`config.mk`:
```
export PLATFORM = sky130hd
export DESIGN_NAME = mem_port_arbiter
export DESIGN_NICKNAME = d
export VERILOG_FILES = /design/src/rtl/mem_port_arbiter.sv
export SDC_FILE = /design/constraint.sdc
export NUM_CORES = 1
export LEC_CHECK = 0
export BUFFER_PORTS_ARGS = -buffer_cell sky130_fd_sc_hd__buf_2
export CORE_AREA = 2 2 106 108
export CTS_BUF_LIST = sky130_fd_sc_hd__clkbuf_8 sky130_fd_sc_hd__clkbuf_16
export CTS_CLUSTER_SIZE = 20
export DETAILED_ROUTE_END_ITERATION = 10
export DIE_AREA = 0 0 108 110
export MAX_ROUTING_LAYER = met4
export SLEW_MARGIN = 20
export SYNTH_ARGS = -nofsm -noshare
export SYNTH_HDL_FRONTEND = slang
export SYNTH_SLANG_ARGS = --single-unit
```
`constraint.sdc`:
```
create_clock -name clk -period 5.55 [get_ports clk]
set_clock_uncertainty 0.1 [all_clocks]
set_input_delay 0.8325 -clock clk [delete_from_list [all_inputs] [get_ports clk]]
set_output_delay 0.8325 -clock clk [all_outputs]
set_load 0.05 [all_outputs]
```
`src/rtl/mem_port_arbiter.sv`:
```
// Arbiter sharing one single-ported unified memory between the fetch port
// and the data port. Data wins contention unless fetch has been passed over
// MAX_STREAK times in a row. Read responses are steered back to their owner
// by a tag pipeline that matches the memory read latency.
module mem_port_arbiter #(
    parameter int RD_LAT     = 1,   // memory read latency, 1..4
    parameter int MAX_STREAK = 4    // data grants allowed while fetch waits, 0 = no guard
) (
    input  logic        clk,
    input  logic        reset,

    input  logic        i_req,
    input  logic [31:0] i_addr,
    output logic        i_gnt,
    output logic        i_rvalid,
    output logic [31:0] i_rdata,

    input  logic        d_req,
    input  logic [31:0] d_addr,
    input  logic [31:0] d_wdata,
    input  logic [3:0]  d_we,
    output logic        d_gnt,
    output logic        d_rvalid,
    output logic [31:0] d_rdata,

    output logic        m_en,
    output logic [31:0] m_addr,
    output logic [31:0] m_wdata,
    output logic [3:0]  m_we,
    input  logic [31:0] m_rdata
);

    localparam logic [3:0] STREAK_MAX = 4'(MAX_STREAK);
    localparam bit         GUARD_EN   = (MAX_STREAK != 0);

    logic [3:0]        streak_q, streak_d;
    // Tag stage k: valid bit and owner (1 = data port, 0 = fetch port).
    logic [RD_LAT-1:0] tag_vld_q, tag_vld_d;
    logic [RD_LAT-1:0] tag_own_q, tag_own_d;

    logic starve;
    logic data_win;
    logic fetch_win;

    // Byte offsets are dropped on the memory side; keep them visibly consumed.
    logic unused_addr_bits;
    assign unused_addr_bits = ^{i_addr[1:0], d_addr[1:0]};

    // Per-cycle arbitration; both grants are held low while reset is asserted.
    always_comb begin
        starve    = GUARD_EN && (streak_q == STREAK_MAX);
        data_win  = d_req && !(i_req && starve) && !reset;
        fetch_win = i_req && !data_win && !reset;
    end

    assign d_gnt = data_win;
    assign i_gnt = fetch_win;
    assign m_en  = data_win | fetch_win;

    // Memory request mux: address of the winner, write fields only for data.
    always_comb begin
        m_addr  = 32'h0;
        m_wdata = 32'h0;
        m_we    = 4'h0;
        if (data_win) begin
            m_addr  = {d_addr[31:2], 2'b00};
            m_wdata = d_wdata;
            m_we    = d_we;
        end else if (fetch_win) begin
            m_addr  = {i_addr[31:2], 2'b00};
        end
    end

    // Streak counts data grants that pushed a waiting fetch aside.
    always_comb begin
        streak_d = streak_q;
        if (!i_req || fetch_win) begin
            streak_d = 4'h0;
        end else if (data_win && (streak_q < STREAK_MAX)) begin
            streak_d = streak_q + 4'h1;
        end
    end

    // Tag pipeline next state: stage 0 captures reads only, then shift.
    always_comb begin
        tag_vld_d    = tag_vld_q;
        tag_own_d    = tag_own_q;
        tag_vld_d[0] = fetch_win | (data_win && (d_we == 4'h0));
        tag_own_d[0] = data_win;
        for (int k = 1; k < RD_LAT; k++) begin
            tag_vld_d[k] = tag_vld_q[k-1];
            tag_own_d[k] = tag_own_q[k-1];
        end
    end

    // State registers; reset discards any read still in flight.
    always_ff @(posedge clk or posedge reset) begin
        if (reset) begin
            streak_q  <= 4'h0;
            tag_vld_q <= '0;
            tag_own_q <= '0;
        end else begin
            streak_q  <= streak_d;
            tag_vld_q <= tag_vld_d;
            tag_own_q <= tag_own_d;
        end
    end

    assign i_rvalid = tag_vld_q[RD_LAT-1] & ~tag_own_q[RD_LAT-1];
    assign d_rvalid = tag_vld_q[RD_LAT-1] &  tag_own_q[RD_LAT-1];
    assign i_rdata  = m_rdata;
    assign d_rdata  = m_rdata;

endmodule

```
Word level (Yosys, flattened, before mapping)
Cells that the tools add are included.
- bits of input ports: 136
- logic and storage cells: 31
- output and inout bits: 137
- register bits: 6
- reduce and logical (&&, ||, !) cells: 14
- multiplexer cells: 6
- bitwise operators: 5
- equal/unequal tests: 1
- add/subtract/negate cells: 1
- magnitude comparators: 1
- operators by type and width (cell ; count):
    $mux 32 ; 3
    $mux 4 ; 3
    $logic_and 1x1->1 ; 7
    $add 4x1->4 const B ; 1
    $eq 4x3->1 const B ; 1
    $logic_not 1->1 ; 4
    $logic_not 4->1 ; 1
    $lt 4x3->1 const B ; 1
    $and 1x1->1 ; 2
    $or 1x1->1 ; 2
    $reduce_bool 2->1 ; 1
    $logic_or 1x1->1 ; 1
    $not 1->1 ; 1

Depth between registers and ports, before layout
Gate-level depths: netlist of the first run.
- depth after elaboration: 10
- gate-level depth with buffers: 7
- depth with buffers taken out: 5

Least setup slack after synthesis of the first run
OpenSTA, ideal clock, no wires.
- path kind: input -> output
- from: input port reset
- to: output port m_wdata[17]
- buffers on the path: 1
- slack: 2.576 ns
- stages: 4
- data arrival time: 2.041 ns
- data required time: 4.618 ns
- cell sequence: inv_1 -> o211a_4 -> buf_2 -> and2_1
- cells in the longest elaborated chain, start to end: 3
- RTL lines (what ; line ; source):
    start, declared ; 10 ; input logic reset,
    $logic_not 1->1 (no line) ; n/a ;
    $logic_and 1x1->1 ; 52 ; data_win = d_req && !(i_req && starve) && !reset;
    net d_gnt ; 22 ; output logic d_gnt,
    $mux 32 ; 65 ; if (data_win) begin
    end, declared ; 28 ; output logic [31:0] m_wdata,
The timed path passes the listed nets, and every way through them passes these cells.

Worst setup path in the final report of the first run
- from: input port i_req
- to: output port m_addr[5]
- cells in the longest elaborated chain, start to end: 9
- RTL lines (what ; line ; source):
    start, declared ; 12 ; input logic i_req,
    $logic_and 1x1->1 ; 52 ;
    $logic_not 1->1 ; 52 ;
    $logic_and 1x1->1 (2 in series) ; 52 ;
    $logic_not 1->1 ; 53 ; fetch_win = i_req && !data_win && !reset;
    $logic_and 1x1->1 (2 in series) ; 53 ;
    $mux 32 ; 69 ; end else if (fetch_win) begin
    $mux 32 (*) ; 65 ;
    end, declared ; 27 ; output logic [31:0] m_addr,
Mark *: on every way between the ends. The rest lies on a longest branch, timed or not.

==> results of run 1 <==
flip-flops by register name (all words and copies together), names as in the netlist:
register / flops
tag_own_q: 1
tag_vld_q: 1
streak_q: 4
cells by family after synthesis:
logic type               after synthesis  synth area share
XOR/XNOR                               1           0.00583
other                                  1           0.00250
buffers and inverters                 80             0.405
AND/OR/NAND/NOR                       49             0.243
AO/OA/AOI/OAI                         36             0.219
adder cells (fa/ha/maj)                2            0.0167
flip-flops                             6            0.0999
multiplexers                           1           0.00749
cell type report:
class	count	area (sq um)
repair buffers	171	858
clock buffers	3	41.3
fillers	1209	8710
diodes	2	5.00
inverters	4	15.0
multi-input cells	91	747
flip-flops and latches	6	150
well taps	140	175
through the flow:
stage / worst slack, ps / power (mW)
floorplan: 2580 / 0.310
global placement: 2100 / 0.246
detailed placement: 2060 / 0.248
CTS: 2060 / 0.317
global route: 1950 / 0.329
finish: 2140 / 0.312
layer usage:
layer  GRT usage  vias up
met3      0.0288       15
met4      0.0311        0
li1            -      728
met2       0.171      132
met5           -        -
met1      0.0842      691
worst max-delay path: stages:
cell	delay, ps
buf_2	120
inv_1	110
a211oi_4	620
buf_4	350
a22o_1	170
buf_2	260
cell usage after synthesis (all sizes together) (2+ instances only):
master,n,area [sq um]
nand2,2,7.51
ha,2,25.0
inv,4,15.0
dfrtp,6,150
nor2,2,7.51
nor2b,2,12.5
a22o,30,263
buf,75,591
a21o,2,15.0
and2,37,269
and3,3,18.8
power groups by stage:
stage          logic (mW)  clock network [mW]  registers, mW
6_report            0.199              0.0669         0.0459
3_5_place_dp        0.201                   0         0.0465
4_1_cts             0.202              0.0691         0.0460
3_3_place_gp        0.199                   0         0.0464
2_1_floorplan       0.264                   0         0.0463
5_1_grt             0.211              0.0719         0.0460
worst max-delay path by stage:
stage,startpoint,to,cells past startpoint
3_3_place_gp,i_req,m_addr[3],6
5_1_grt,reset,m_we[2],5
6_report,i_req,m_addr[5],6
2_1_floorplan,reset,m_wdata[17],4
4_1_cts,i_req,m_addr[5],6
3_5_place_dp,i_req,m_addr[5],6
==> results.toml, run 1 <==
[power]
p_switching_uw = 156
p_int_uw = 156
p_clk_frac = 0.214
vdd_ir_drop_max_mv = 0.125
swShare = 0.500
pwr-share-seq = 0.147
cellLeakagePower_nw = 1.20
power_density_nw_per_um2 = 157
comb_power_share = 0.638

[place]
io_buffers = 170
gp_congestion = 0.805
place_area_sq_um = 1950
place_hpwl_mm = 5.14
dp_cells = 412

[critical_path]
cp.arrival_ps = 2480
critical_path_class = "in2out"
worst-r2r-setup-slack_ps = 3780
crit_fanout = 18
crit_required_ps = 4620
r2r-end = "tag_vld_q"
rr_worst_depth = 5
crit_path_end_kind = "output port"
start_kind = "input pin"
r2r_start = "streak_q[0]"

[run_status]
status = "finished clean"

[clocking]
clk_latency_ps = 230
cts-root-buf = "clkbuf_8"
clk_path_buf_depth = 2
htree_levels = 1
clock-sinks = 6
cts_repair_resize_count = 0
postCtsHoldBufs = 0
numCtsBuffers = 3
post-cts-setup-buffer-count = 0
cts.reportedPaths.clkPinSlew_ps = 40
cts_tree = "yes"

[routing]
vias = 1566
top_layer_used = "met4"
drcViolationCount = 0
via_per_inst = 3.76
wire_per_inst_microns = 14.4
wl_met1_mm = 2.07
route.met3.wl_microns = 682
firstDrtPassIters = 4
drt.antenna.violating_nets = 0
drt_iter0_markers = 33
wl_mm = 5.99
wl_met2_mm = 3.10

[yosys]
synth_flop_cell = "dfrtp_1"
syn_area_per_cell_sq_um = 8.54
synth-edff-count = 0
synth.yosys.seq_area_share = 0.0999
syn_area_sq_um = 1500
synthCells = 176
synth_cell_types = 25
yosys_warnings = 0
ys_async_sr_fraction = 1.00
synth-seq-cells = 6

[die]
dieArea_sq_um = 11900
initial_utilization = 0.140
die_w_microns = 108
std_cell_rows = 38
die_h_microns = 110
core-area_sq_um = 10700
num_io_pins = 273

[layout]
drive_gt1_frac = 0.705
final_common_cell = "buf_2"
layout_common_cells = "170 x buf_2, 30 x a22o_1, 22 x and2_1"
utilization = 0.186
area_delta_synth_final_pct = 32.6
stdcell_area_sq_um = 1990
final_cells = 417
fin_nets = 415

[sta]
rsz0062_at_grt = "no"
worstMarginPinSlew_ps = 695
fmax_ghz = 0.293
setup_viol = 0
hold_viol = 0
drv_slew = 0
holdWs_ps = 522
finalSetupTns_ps = 0
slew_headroom = 0.537
post-route-period-util = 0.615
layout_min_cycle_time_ps = 3410

[grt]
gr-total-overflow = 0
track_usage = 0.0894
grt_pass1_wl_mm = 7.71
grt_pass1_vias = 1404
antenna_found_initial = 2
grt_max_degree = 70

[min_path]
hold_path.class = "in2async"

[flow_run]
drv_cap = 0
Power figures use the tool's default switching activity.
==> inputs of run 2 (changes only) <==
--- a/config.mk
+++ b/config.mk
@@ -5,12 +5,13 @@
 export SDC_FILE = /design/constraint.sdc
 export NUM_CORES = 1
 export LEC_CHECK = 0
+export ABC_AREA = 1
 export BUFFER_PORTS_ARGS = -buffer_cell sky130_fd_sc_hd__buf_2
-export CORE_AREA = 2 2 106 108
+export CORE_AREA = 2 2 107 109
 export CTS_BUF_LIST = sky130_fd_sc_hd__clkbuf_8 sky130_fd_sc_hd__clkbuf_16
 export CTS_CLUSTER_SIZE = 20
 export DETAILED_ROUTE_END_ITERATION = 10
-export DIE_AREA = 0 0 108 110
+export DIE_AREA = 0 0 109 111
 export MAX_ROUTING_LAYER = met4
 export SLEW_MARGIN = 20
 export SYNTH_ARGS = -nofsm -noshare
==> constraint.sdc (replaced) <==
create_clock -name clk -period 3 [get_ports clk]
set_clock_uncertainty 0.1 [all_clocks]
set_input_delay 0.45 -clock clk [delete_from_list [all_inputs] [get_ports clk]]
set_output_delay 0.45 -clock clk [all_outputs]
set_load 0.05 [all_outputs]
==> run 2 against run 1 <==
Core utilization increased by 0.32 points. Sequential share of layout area decreased by 0.38 points. Synthesized cell count increased by 63%. First-iteration DRC count increased by 85%. Non-clock buffer count unchanged. Critical path type is now reg2out. Critical endpoint is now m_addr[13]. Largest cell class unchanged. Highest routed layer unchanged.
==> results.toml, run 2 <==
[run_status]
status = "finished clean"

[yosys]
synth_top_area_cell = "buf_4"
synth.top_cell.area_share = 0.319
synth.yosys.seq_area_share = 0.0952
yosysMostFrequentCell = "nand2_1"
synth_cell_types = 19
synth-seq-cells = 6
syn_area_per_cell_sq_um = 5.51
synthCells = 286
yosys_warnings = 0
synth_flop_cell = "dfrtp_1"
syn_area_sq_um = 1580
netlist_top_cells_area = "buf_4 32%, nand2_1 22%, inv_1 11%"
synth-edff-count = 0
ys_async_sr_fraction = 1.00
netlist_top_cells_count = "91 x nand2_1, 67 x buf_4, 47 x inv_1"

[place]
gp_congestion = 0.744
dp_slack_ps = 530
io_buffers = 170
dp_cells = 525
place_hpwl_mm = 4.01

[routing]
drt_iter0_markers = 61
drcViolationCount = 0
route.met3.wl_microns = 517
top_layer_used = "met4"
drt.antenna.violating_nets = 0
wire_per_inst_microns = 9.22
vias = 1760
via_per_inst = 3.33
wl_met2_mm = 2.24
wl_mm = 4.87
wl_met1_mm = 1.88
firstDrtPassIters = 4

[die]
die_h_microns = 111
initial_utilization = 0.142
core-area_sq_um = 11100
std_cell_rows = 39
die_w_microns = 109
num_io_pins = 273
dieArea_sq_um = 12100

[critical_path]
rr_worst_depth = 9
r2r_start = "streak_q[0]"
worst-r2r-setup-slack_ps = 1250
critPathLaunch = "streak_q[0]"
path_buf_inv = 4
crit_chain = "inv_1 > ha_1 > nand2_1 > clkinv_1 > nand2_2 > nand2_2 > inv_2 > nand2_1 > nand2_1 > buf_2"
crit_path_end_kind = "output port"
crit_top_cell = "nand2_1"
max_stage_delay_ps = 430
critical_path_class = "reg2out"
r2r-end = "tag_vld_q"
start_kind = "flip-flop"
crit_required_ps = 2450
crit_slowest_cell = "inv_2"
cp_top_family = "buffers and inverters"
crit_fanout = 33
cp.arrival_ps = 2100

[layout]
largest_register_ffs = 4
layout_common_cells = "170 x buf_2, 91 x nand2_1, 47 x inv_1"
final_common_cell = "buf_2"
area_delta_synth_final_pct = 33.1
final_cells = 528
antennaDiodeCount = 0
largest-register = "streak_q"
nFillCells = 1318
fin_nets = 525
drive_gt1_frac = 0.488
seq_area_sq_um = 150
reg_top3 = "streak_q: 4 flops, tag_own_q: 1 flops, tag_vld_q: 1 flops"
multi_input_area_sq_um = 646

[grt]
track_usage = 0.0731
gr-total-overflow = 0
grt_max_degree = 36
grt_pass1_vias = 1486
antenna_found_initial = 0
grt_pass1_wl_mm = 7.01

[clocking]
clk_path_buf_depth = 2
clk_latency_ps = 230
numCtsBuffers = 3
cts_tree = "yes"
cts_repair_resize_count = 0
postCtsHoldBufs = 0
htree_levels = 1
clock-sinks = 6
post-cts-setup-buffer-count = 0
cts.reportedPaths.clkPinSlew_ps = 30
cts-root-buf = "clkbuf_16"

[sta]
finalSetupTns_ps = 0
hold_viol = 0
drv_slew = 0
postLayoutSetupSlackWorst_ps = 346
layout_min_cycle_time_ps = 2650
rsz0062_at_grt = "no"
fmax_ghz = 0.377
slew_headroom = 0.619
worstMarginPinSlew_ps = 572
setup_viol = 0
post-route-period-util = 0.885

[power]
power_uw = 684
vdd_ir_drop_max_mv = 0.401
power_density_nw_per_um2 = 326
cellLeakagePower_nw = 1.54

[min_path]
hold_path.class = "in2async"

[flow_run]
drv_cap = 0
==> run 2: power by group <==
part           internal (mW)  total, mW  switching [mW]
sequential            0.0842     0.0858         0.00163
combinational          0.104      0.385           0.282
clock                  0.171      0.213          0.0425
total                  0.359      0.684           0.326
==> run 2: worst reg2reg max path: stages (launching register included) <==
cell and delay, ps:
dfrtp_1 360, inv_1 60, ha_1 200, nand2_1 70, clkinv_1 60, nand2_2 70
nand2_2 90, inv_2 430, nand3_1 130, nand2_1 100
==> run 2: layer usage <==
metal | GRT usage | vias to the layer above
li1 | - | 941
met1 | 0.0794 | 692
met2 | 0.116 | 96
met3 | 0.0265 | 31
met4 | 0.0376 | 0
met5 | - | -
==> run 2: kinds of logic (layout without fill, tap and decap cells) <==
family	Yosys count	in the layout	share of synthesized area
other cells	1	2	0.00238
compound gates	2	2	0.00635
fa+ha+maj	2	2	0.0159
flops	6	6	0.0952
buf+inv	126	224	0.498
simple gates	149	149	0.383
==> run 2: cell type report <==
class                           instances  area share
Multi-Input combinational cell        155       0.308
Sequential cell                         6      0.0716
Tap cell                              143      0.0853
Inverter                               50      0.0906
Clock buffer                            3      0.0358
Timing Repair Buffer                  171       0.409
==> run 2: per-stage QoR <==
stage	area, sq um	util	hold slack [ps]
after floorplan	1580	-	149
final	2100	0.189	64.0
after global placement	2020	0.183	301
after global routing	2100	0.189	83.9
after CTS	2100	0.189	62.2
after detailed placement	2020	0.183	302
==> run 2: worst max-delay path by stage <==
stage	to	slack, ps	cells after the start
CTS	m_addr[13]	290	10
global route	m_addr[13]	90	10
detailed placement	m_addr[13]	530	10
finish	m_addr[13]	350	10
floorplan	m_wdata[16]	650	9
global placement	m_addr[13]	500	10
